===== config.mk =====
export PLATFORM = sky130hd
export DESIGN_NAME = character_sprite_renderer_flat
export DESIGN_NICKNAME = d
export VERILOG_FILES = /design/src/rtl/character_sprite_renderer_pkg.sv /design/src/rtl/character_sprite_renderer_if.sv /design/src/rtl/character_sprite_renderer_pixel_index_decoder.sv /design/src/rtl/character_sprite_renderer.sv /design/src/flat_wrapper.sv
export SDC_FILE = /design/constraint.sdc
export NUM_CORES = 1
export LEC_CHECK = 0
export CAP_MARGIN = 20
export CELL_PAD_IN_SITES_DETAIL_PLACEMENT = 1
export CELL_PAD_IN_SITES_GLOBAL_PLACEMENT = 1
export CORE_AREA = 5 5 104 106
export DETAILED_ROUTE_END_ITERATION = 10
export DIE_AREA = 0 0 109 111
export PLACE_DENSITY = 0.76
export SLEW_MARGIN = 15
export SYNTH_ARGS = -nofsm -noshare
export SYNTH_HDL_FRONTEND = slang
export SYNTH_SLANG_ARGS = --single-unit

===== constraint.sdc =====
create_clock -name clk -period 4.3 [get_ports clk]
set_clock_uncertainty 0.1 [all_clocks]
set_input_delay 1.075 -clock clk [delete_from_list [all_inputs] [get_ports clk]]
set_output_delay 1.075 -clock clk [all_outputs]
set_load 0.005 [all_outputs]

===== src/rtl/character_sprite_renderer_pkg.sv =====
// Shared constants and helpers for the character sprite renderer.
//   SCR_W/SCR_H   OLED geometry (96x64), pixel_index = y*SCR_W + x
//   TEX_DIM       sprite is TEX_DIM x TEX_DIM texels, texel address = row*TEX_DIM + col
//   TEX_*         texel codes returned by the character texture store
//   texel_to_rgb  palette lookup for a texel code that is known to be covered
package character_sprite_renderer_pkg;

  localparam int SCR_W   = 96;
  localparam int SCR_H   = 64;
  localparam int TEX_DIM = 5;
  localparam int IDX_W   = 13;
  localparam int X_W     = 7;
  localparam int Y_W     = 6;

  localparam logic [3:0] TEX_TRANSPARENT = 4'b0000;
  localparam logic [3:0] TEX_BODY        = 4'b1000;
  localparam logic [3:0] TEX_EYE         = 4'b1111;

  // Transparent texels show the background; every unnamed non-zero code
  // falls back to the misc colour.
  function automatic logic [15:0] texel_to_rgb(input logic [3:0]  code,
                                               input logic [15:0] bg,
                                               input logic [15:0] body,
                                               input logic [15:0] eye,
                                               input logic [15:0] misc);
    logic [15:0] rgb;
    if (code == TEX_TRANSPARENT)  rgb = bg;
    else if (code == TEX_BODY)    rgb = body;
    else if (code == TEX_EYE)     rgb = eye;
    else                          rgb = misc;
    return rgb;
  endfunction

endpackage


===== src/rtl/character_sprite_renderer_if.sv =====
// Bundle between the OLED scan side / texture store and the sprite renderer.
//   pixel_index  scan index, one pixel per clock
//   frame_begin  1-cycle pulse that latches pos_x/pos_y
//   pos_x/pos_y  requested sprite top-left corner
//   bg_color     colour for transparent and uncovered pixels
//   tex_addr     texel address towards the texture store
//   tex_data     texel code, returned one clock after tex_addr
//   sprite_hit   pixel_color of this cycle comes from the sprite
//   pixel_color  RGB565 towards the OLED
//
// Timing contract: this is a free-running stream with no valid/ready pair.
// Every clock edge accepts one pixel_index and retires one pixel_color;
// pixel_color/sprite_hit for an index sampled at edge E appear after edge
// E+3, tex_addr after edge E+1, and the store must answer tex_data after the
// following edge (E+2). bg_color is sampled one edge after its pixel_index.
interface character_sprite_renderer_if;
  logic [12:0] pixel_index;
  logic        frame_begin;
  logic [6:0]  pos_x;
  logic [5:0]  pos_y;
  logic [15:0] bg_color;
  logic [4:0]  tex_addr;
  logic [3:0]  tex_data;
  logic        sprite_hit;
  logic [15:0] pixel_color;

  modport master (
    output pixel_index, frame_begin, pos_x, pos_y, bg_color, tex_data,
    input  tex_addr, sprite_hit, pixel_color
  );

  modport slave (
    input  pixel_index, frame_begin, pos_x, pos_y, bg_color, tex_data,
    output tex_addr, sprite_hit, pixel_color
  );
endinterface


===== src/rtl/character_sprite_renderer_pixel_index_decoder.sv =====
// Pixel index decoder (first pipeline stage of the sprite renderer).
// Registers x = idx % SCR_W, y = idx / SCR_W and an in-range flag; indices
// past the last pixel of the screen are flagged so the next stage misses.
//   clk, rst_n   clock, asynchronous active-low reset
//   pixel_index  raw OLED scan index
//   x_q, y_q     registered coordinates (only meaningful when in_range_q)
//   in_range_q   registered idx < SCR_W*SCR_H
module character_sprite_renderer_pixel_index_decoder
  import character_sprite_renderer_pkg::*;
(
  input  logic             clk,
  input  logic             rst_n,
  input  logic [IDX_W-1:0] pixel_index,
  output logic [X_W-1:0]   x_q,
  output logic [Y_W-1:0]   y_q,
  output logic             in_range_q
);

  localparam logic [IDX_W-1:0] W_IDX = IDX_W'(SCR_W);
  localparam logic [IDX_W-1:0] LIMIT = IDX_W'(SCR_W * SCR_H);

  logic [X_W-1:0] x_d;
  logic [Y_W-1:0] y_d;
  logic           in_range_d;

  // Out-of-range indices may truncate y; in_range_d masks them downstream.
  always_comb begin
    in_range_d = (pixel_index < LIMIT);
    x_d        = X_W'(pixel_index % W_IDX);
    y_d        = Y_W'(pixel_index / W_IDX);
  end

  always_ff @(posedge clk or negedge rst_n) begin
    if (!rst_n) begin
      x_q        <= '0;
      y_q        <= '0;
      in_range_q <= 1'b0;
    end else begin
      x_q        <= x_d;
      y_q        <= y_d;
      in_range_q <= in_range_d;
    end
  end

endmodule


===== src/rtl/character_sprite_renderer.sv =====
// Character sprite renderer: maps the OLED scan index onto a 5x5 character
// sprite at a frame-latched position and converts texel codes to RGB565.
// Pipeline: S0 decode x/y, S1 hit test + tex_addr + bg capture,
// S2 texture store read (registered inside the store), S3 palette.
//   clk, rst_n  clock, asynchronous active-low reset
//   bus         slave side of character_sprite_renderer_if
// Parameters: SCALE_LOG2 (0..2) texel size, INIT_X/INIT_Y reset position,
// BODY/EYE/MISC_COLOR palette entries.
module character_sprite_renderer
  import character_sprite_renderer_pkg::*;
#(
  parameter int          SCALE_LOG2 = 0,
  parameter int          INIT_X     = 45,
  parameter int          INIT_Y     = 29,
  parameter logic [15:0] BODY_COLOR = 16'hFFE0,
  parameter logic [15:0] EYE_COLOR  = 16'h0000,
  parameter logic [15:0] MISC_COLOR = 16'hF800
) (
  input  logic                        clk,
  input  logic                        rst_n,
  character_sprite_renderer_if.slave  bus
);

  localparam logic [7:0] SPAN     = 8'(TEX_DIM << SCALE_LOG2);
  localparam logic [7:0] TEX_DIM8 = 8'(TEX_DIM);

  logic [X_W-1:0] x_s0;
  logic [Y_W-1:0] y_s0;
  logic           in_range_s0;

  character_sprite_renderer_pixel_index_decoder u_decoder (
    .clk         (clk),
    .rst_n       (rst_n),
    .pixel_index (bus.pixel_index),
    .x_q         (x_s0),
    .y_q         (y_s0),
    .in_range_q  (in_range_s0)
  );

  logic [X_W-1:0] lat_x_q, lat_x_d;
  logic [Y_W-1:0] lat_y_q, lat_y_d;
  logic [7:0]     dx, dy, col, row, addr_calc;
  logic           hit1_q, hit1_d;
  logic [4:0]     tex_addr_q, tex_addr_d;
  logic [15:0]    bg1_q, bg2_q;
  logic           hit2_q;
  logic [15:0]    pixel_color_q, pixel_color_d;
  logic           sprite_hit_q, sprite_hit_d;

  always_comb begin
    // The latch is written at the same edge that samples pixel_index, so the
    // pixel arriving with frame_begin is tested against the new position.
    lat_x_d = bus.frame_begin ? bus.pos_x : lat_x_q;
    lat_y_d = bus.frame_begin ? bus.pos_y : lat_y_q;

    // dx/dy use the unwrapped x/y, so a sprite hanging off the right or
    // bottom edge is clipped rather than wrapping onto the next row/column.
    dx = {1'b0, x_s0} - {1'b0, lat_x_q};
    dy = {2'b00, y_s0} - {2'b00, lat_y_q};
    hit1_d = in_range_s0 && (x_s0 >= lat_x_q) && (y_s0 >= lat_y_q) &&
             (dx < SPAN) && (dy < SPAN);

    col       = dx >> SCALE_LOG2;
    row       = dy >> SCALE_LOG2;
    addr_calc = row * TEX_DIM8 + col;
    // Holding the address on a miss keeps the store's bus quiet off-sprite.
    tex_addr_d = hit1_d ? 5'(addr_calc) : tex_addr_q;

    pixel_color_d = hit2_q ? texel_to_rgb(bus.tex_data, bg2_q, BODY_COLOR,
                                          EYE_COLOR, MISC_COLOR)
                           : bg2_q;
    sprite_hit_d  = hit2_q && (bus.tex_data != TEX_TRANSPARENT);
  end

  always_ff @(posedge clk or negedge rst_n) begin
    if (!rst_n) begin
      lat_x_q       <= X_W'(INIT_X);
      lat_y_q       <= Y_W'(INIT_Y);
      hit1_q        <= 1'b0;
      tex_addr_q    <= '0;
      bg1_q         <= '0;
      hit2_q        <= 1'b0;
      bg2_q         <= '0;
      pixel_color_q <= '0;
      sprite_hit_q  <= 1'b0;
    end else begin
      lat_x_q       <= lat_x_d;
      lat_y_q       <= lat_y_d;
      hit1_q        <= hit1_d;
      tex_addr_q    <= tex_addr_d;
      bg1_q         <= bus.bg_color;
      // tex_data for this pixel arrives at the next edge; carry hit/bg along.
      hit2_q        <= hit1_q;
      bg2_q         <= bg1_q;
      pixel_color_q <= pixel_color_d;
      sprite_hit_q  <= sprite_hit_d;
    end
  end

  assign bus.tex_addr    = tex_addr_q;
  assign bus.sprite_hit  = sprite_hit_q;
  assign bus.pixel_color = pixel_color_q;

endmodule


===== src/flat_wrapper.sv =====
// flat-port wrapper written by rule: the top's interface ports become plain ports
module character_sprite_renderer_flat import character_sprite_renderer_pkg::*;
#(
  parameter int          SCALE_LOG2 = 0,
  parameter int          INIT_X     = 45,
  parameter int          INIT_Y     = 29,
  parameter logic [15:0] BODY_COLOR = 16'hFFE0,
  parameter logic [15:0] EYE_COLOR  = 16'h0000,
  parameter logic [15:0] MISC_COLOR = 16'hF800
)
  (clk, rst_n, bus_pixel_index, bus_frame_begin, bus_pos_x, bus_pos_y, bus_bg_color, bus_tex_data, bus_tex_addr, bus_sprite_hit, bus_pixel_color);
  character_sprite_renderer_if bus_i ();
  input  logic clk;
  input  logic rst_n;
  input wire logic [$bits(bus_i.pixel_index)-1:0] bus_pixel_index;
  input wire logic [$bits(bus_i.frame_begin)-1:0] bus_frame_begin;
  input wire logic [$bits(bus_i.pos_x)-1:0] bus_pos_x;
  input wire logic [$bits(bus_i.pos_y)-1:0] bus_pos_y;
  input wire logic [$bits(bus_i.bg_color)-1:0] bus_bg_color;
  input wire logic [$bits(bus_i.tex_data)-1:0] bus_tex_data;
  output wire logic [$bits(bus_i.tex_addr)-1:0] bus_tex_addr;
  output wire logic [$bits(bus_i.sprite_hit)-1:0] bus_sprite_hit;
  output wire logic [$bits(bus_i.pixel_color)-1:0] bus_pixel_color;
  assign bus_i.pixel_index = bus_pixel_index;
  assign bus_i.frame_begin = bus_frame_begin;
  assign bus_i.pos_x = bus_pos_x;
  assign bus_i.pos_y = bus_pos_y;
  assign bus_i.bg_color = bus_bg_color;
  assign bus_i.tex_data = bus_tex_data;
  assign bus_tex_addr = bus_i.tex_addr;
  assign bus_sprite_hit = bus_i.sprite_hit;
  assign bus_pixel_color = bus_i.pixel_color;
  character_sprite_renderer #(.SCALE_LOG2(SCALE_LOG2), .INIT_X(INIT_X), .INIT_Y(INIT_Y), .BODY_COLOR(BODY_COLOR), .EYE_COLOR(EYE_COLOR), .MISC_COLOR(MISC_COLOR)) u_core (.clk(clk), .rst_n(rst_n), .bus(bus_i));
endmodule

==> impl_metrics.toml <==
[power]
intPower_uw = 1530
vdd_ir_drop_max_v = 0.000203
p_clk_share_pct = 32.5
leakagePower_uw = 0.00226
p_sw_share_pct = 29.6
p_per_area_nw_per_um2 = 437
p_comb_share_pct = 28.3
pwr-share-seq_pct = 39.2
switching_power_uw = 644

[finish]
num_antenna_cells = 0
final_cell_mix = "dfrtp_1, clkdlybuf4s50_1, inv_1"
layout_commonest_cell = "dfrtp_1"
fin_nets = 495
syn2layout_area_growth_pct = 28.0
layout-drive-gt1-share_pct = 9.39
fill_cells = 1052

[timing]
setup_viol = 0
finalCritPeriodShare_pct = 86.2
max_slew_margin_pct = 41.8
rsz0062_at_grt = "false"
holdWs_ns = 0.253
max_freq_mhz = 270
layout_setup_ws_ns = 0.593
period_minus_slack_ns = 3.71
setup_tns_ns = 0
hold_violations = 0
slew_viol_final = 0
worst_slew_pin_slew_ns = 0.870

[clock_tree]
cts_tree = "done"
cts_setup_buffers = 0
cts_made_buffers = 9
cts_root_buf = "clkbuf_8"
ctsLongestPathBuffers = 2
htree_levels = 3
clk_pin_slew_ns = 0.10
clock_latency_ns = 0.37
cts_resized = 0
ctsHoldBuffers = 0
cts_sinks = 83

[placement]
dp_slack_ns = 0.535
place_hpwl_mm = 6.58
gp_congestion = 0.804
numPortBuffers = 70

[critical_path]
cp_cell_sequence = "inv_1, ha_1, a21oi_1, nand2_1, xnor2_1, ha_1, inv_1, fa_1, inv_1, ha_1, a21oi_1, xnor2_1, xnor2_1, xnor2_1, mux2_4"
crit_path_end_kind = "register"
reg2reg_from = "u_core.lat_y_q[2]"
crit_top_cell = "xnor2_1"
critPathTopFamily = "adder cells"
cp_max_fo = 4
crit_required_ns = 4.46
crit_path_start_kind = "register"
critPathKind = "reg2reg"
crit_slowest_cell = "dfstp_2"
setup.reg_to_reg.worst_slack_ns = 0.59
r2r_end = "u_core.bus.tex_addr[4]"
cpPeakStageDelay_ns = 0.53
r2r_cells = 15
startpoint = "u_core.lat_y_q[2]"
worstPathArrival_ns = 3.86
cp.buffers_inverters = 3

[routing]
drc_errors = 0
drt-total-wl_mm = 9.42
wire_per_inst_um = 16.8
antenna_left = 0
vias_per_cell = 5.02
drt-pass1-iter-count = 5
drtIter0Drc = 65
vias = 2807

[run]
maxCapViolCount = 0

[min_path]
min_from = "u_core.bg1_q[0]"
holdPathStages = 0
min_to = "u_core.bg2_q[0]"
hold_path_class = "reg2reg"

[synthesis]
synth_area_per_cell_um2 = 11.0
synth-seq-cells = 83
synth_flop_cell = "dfrtp_1"
async_reset_ff_share_pct = 100
netlist_area_um2 = 3890
yosysTopAreaCell = "dfrtp_1"
synthCells = 353
syn_nets = 427
ys_warn_count = 0
synth-edff-count = 0
ys_types = 55
synth.area.top_cells = "dfrtp_1, ha_1, dfstp_2, inv_1, o21ai_0"
yosysSeqAreaShare_pct = 53.6
synth_top_area_share_pct = 48.2

[global_route]
antenna_found_initial = 0
grt_max_degree = 84
grt_pass1_vias = 2974
grt_pass1_wl_mm = 15.5
grt_usage_pct = 16.3
gr-total-overflow = 0

[floorplanning]
io_pins = 71
start_util_pct = 40.2
core.rowCount = 36
fp.dieH_um = 111
die_w_um = 109
core_um2 = 9680
dieArea_um2 = 12100

[status]
status = "completed"
==> cell families (layout without fill, tap and decap cells) <==
logic type / count (synthesis) / in the layout / synth area share, %
buf+inv: 50 / 123 / 5.01
simple gates: 88 / 88 / 11.9
mux: 12 / 12 / 3.79
fa+ha+maj: 25 / 25 / 8.80
compound gates: 80 / 80 / 13.5
flops: 83 / 83 / 53.6
xor+xnor: 15 / 15 / 3.37
==> worst max path at each step <==
| stage | end | cells past startpoint |
|---|---|---|
| floorplan | u_core.bus.tex_addr[4] | 15 |
| global placement | u_core.bus.tex_addr[4] | 15 |
| detailed placement | u_core.u_decoder.x_q[5] | 7 |
| CTS | u_core.bus.tex_addr[4] | 15 |
| global route | u_core.bus.tex_addr[4] | 15 |
| finish | u_core.bus.tex_addr[4] | 15 |
==> Yosys cell counts, drive strengths merged (3+ instances only) <==
master	count
dfrtp	75
inv	34
nand2	33
o21ai	25
ha	21
a21oi	15
nor2	13
clkbuf	12
dfstp	8
o21a	8
xor2	8
and2	7
mux2	7
xnor2	7
a21o	6
nor3	6
a31oi	5
mux2i	5
nand3b	5
buf	4
fa	4
o211ai	3
==> per-layer routing <==
metal	part of all wire, %	vias to the layer above	global-route usage [%]
li1	-	1340	-
met1	43	1398	20.1
met2	52	61	27.7
met3	4.2	8	3.26
met4	1.2	0	6.48
met5	0	-	0
==> registers in the layout, indices dropped and copies added (netlist names) <==
register / count
u_core.bg1_q: 16
u_core.bg2_q: 16
u_core.bus.pixel_color: 16
u_core.lat_x_q: 7
u_core.u_decoder.x_q: 7
u_core.lat_y_q: 6
u_core.u_decoder.y_q: 6
u_core.bus.tex_addr: 5
u_core.bus.sprite_hit: 1
u_core.hit1_q: 1
u_core.hit2_q: 1
u_core.u_decoder.in_range_q: 1
==> stage by stage <==
step           area, µm²  cells  utilization, %  power, µW
2_1_floorplan       3890    353               -       1290
3_3_place_gp        4710    542            48.6       1450
3_5_place_dp        4710    542            48.6       1490
4_1_cts             4960    558            51.2       2210
5_1_grt             4980    559            51.5       2320
6_report            4980    559            51.5       2180
==> power groups by stage <==
stage                     combinational (µW)  clock, µW  sequential (µW)
after floorplan                          429          0              866
after global routing                     702        756              860
after detailed placement                 617          0              870
final                                    616        707              855
after global placement                   588          0              867
after CTS                                625        725              856
==> area by class of cell <==
class	count	area (µm²)	share of cell area, %
Clock buffer	9	124	2.48
Clock inverter	7	128	2.56
Inverter	34	128	2.56
Multi-Input combinational cell	220	1610	32.3
Sequential cell	83	2090	41.9
Tap cell	133	166	3.34
Timing Repair Buffer	73	741	14.9
Power figures use the tool's default switching activity.
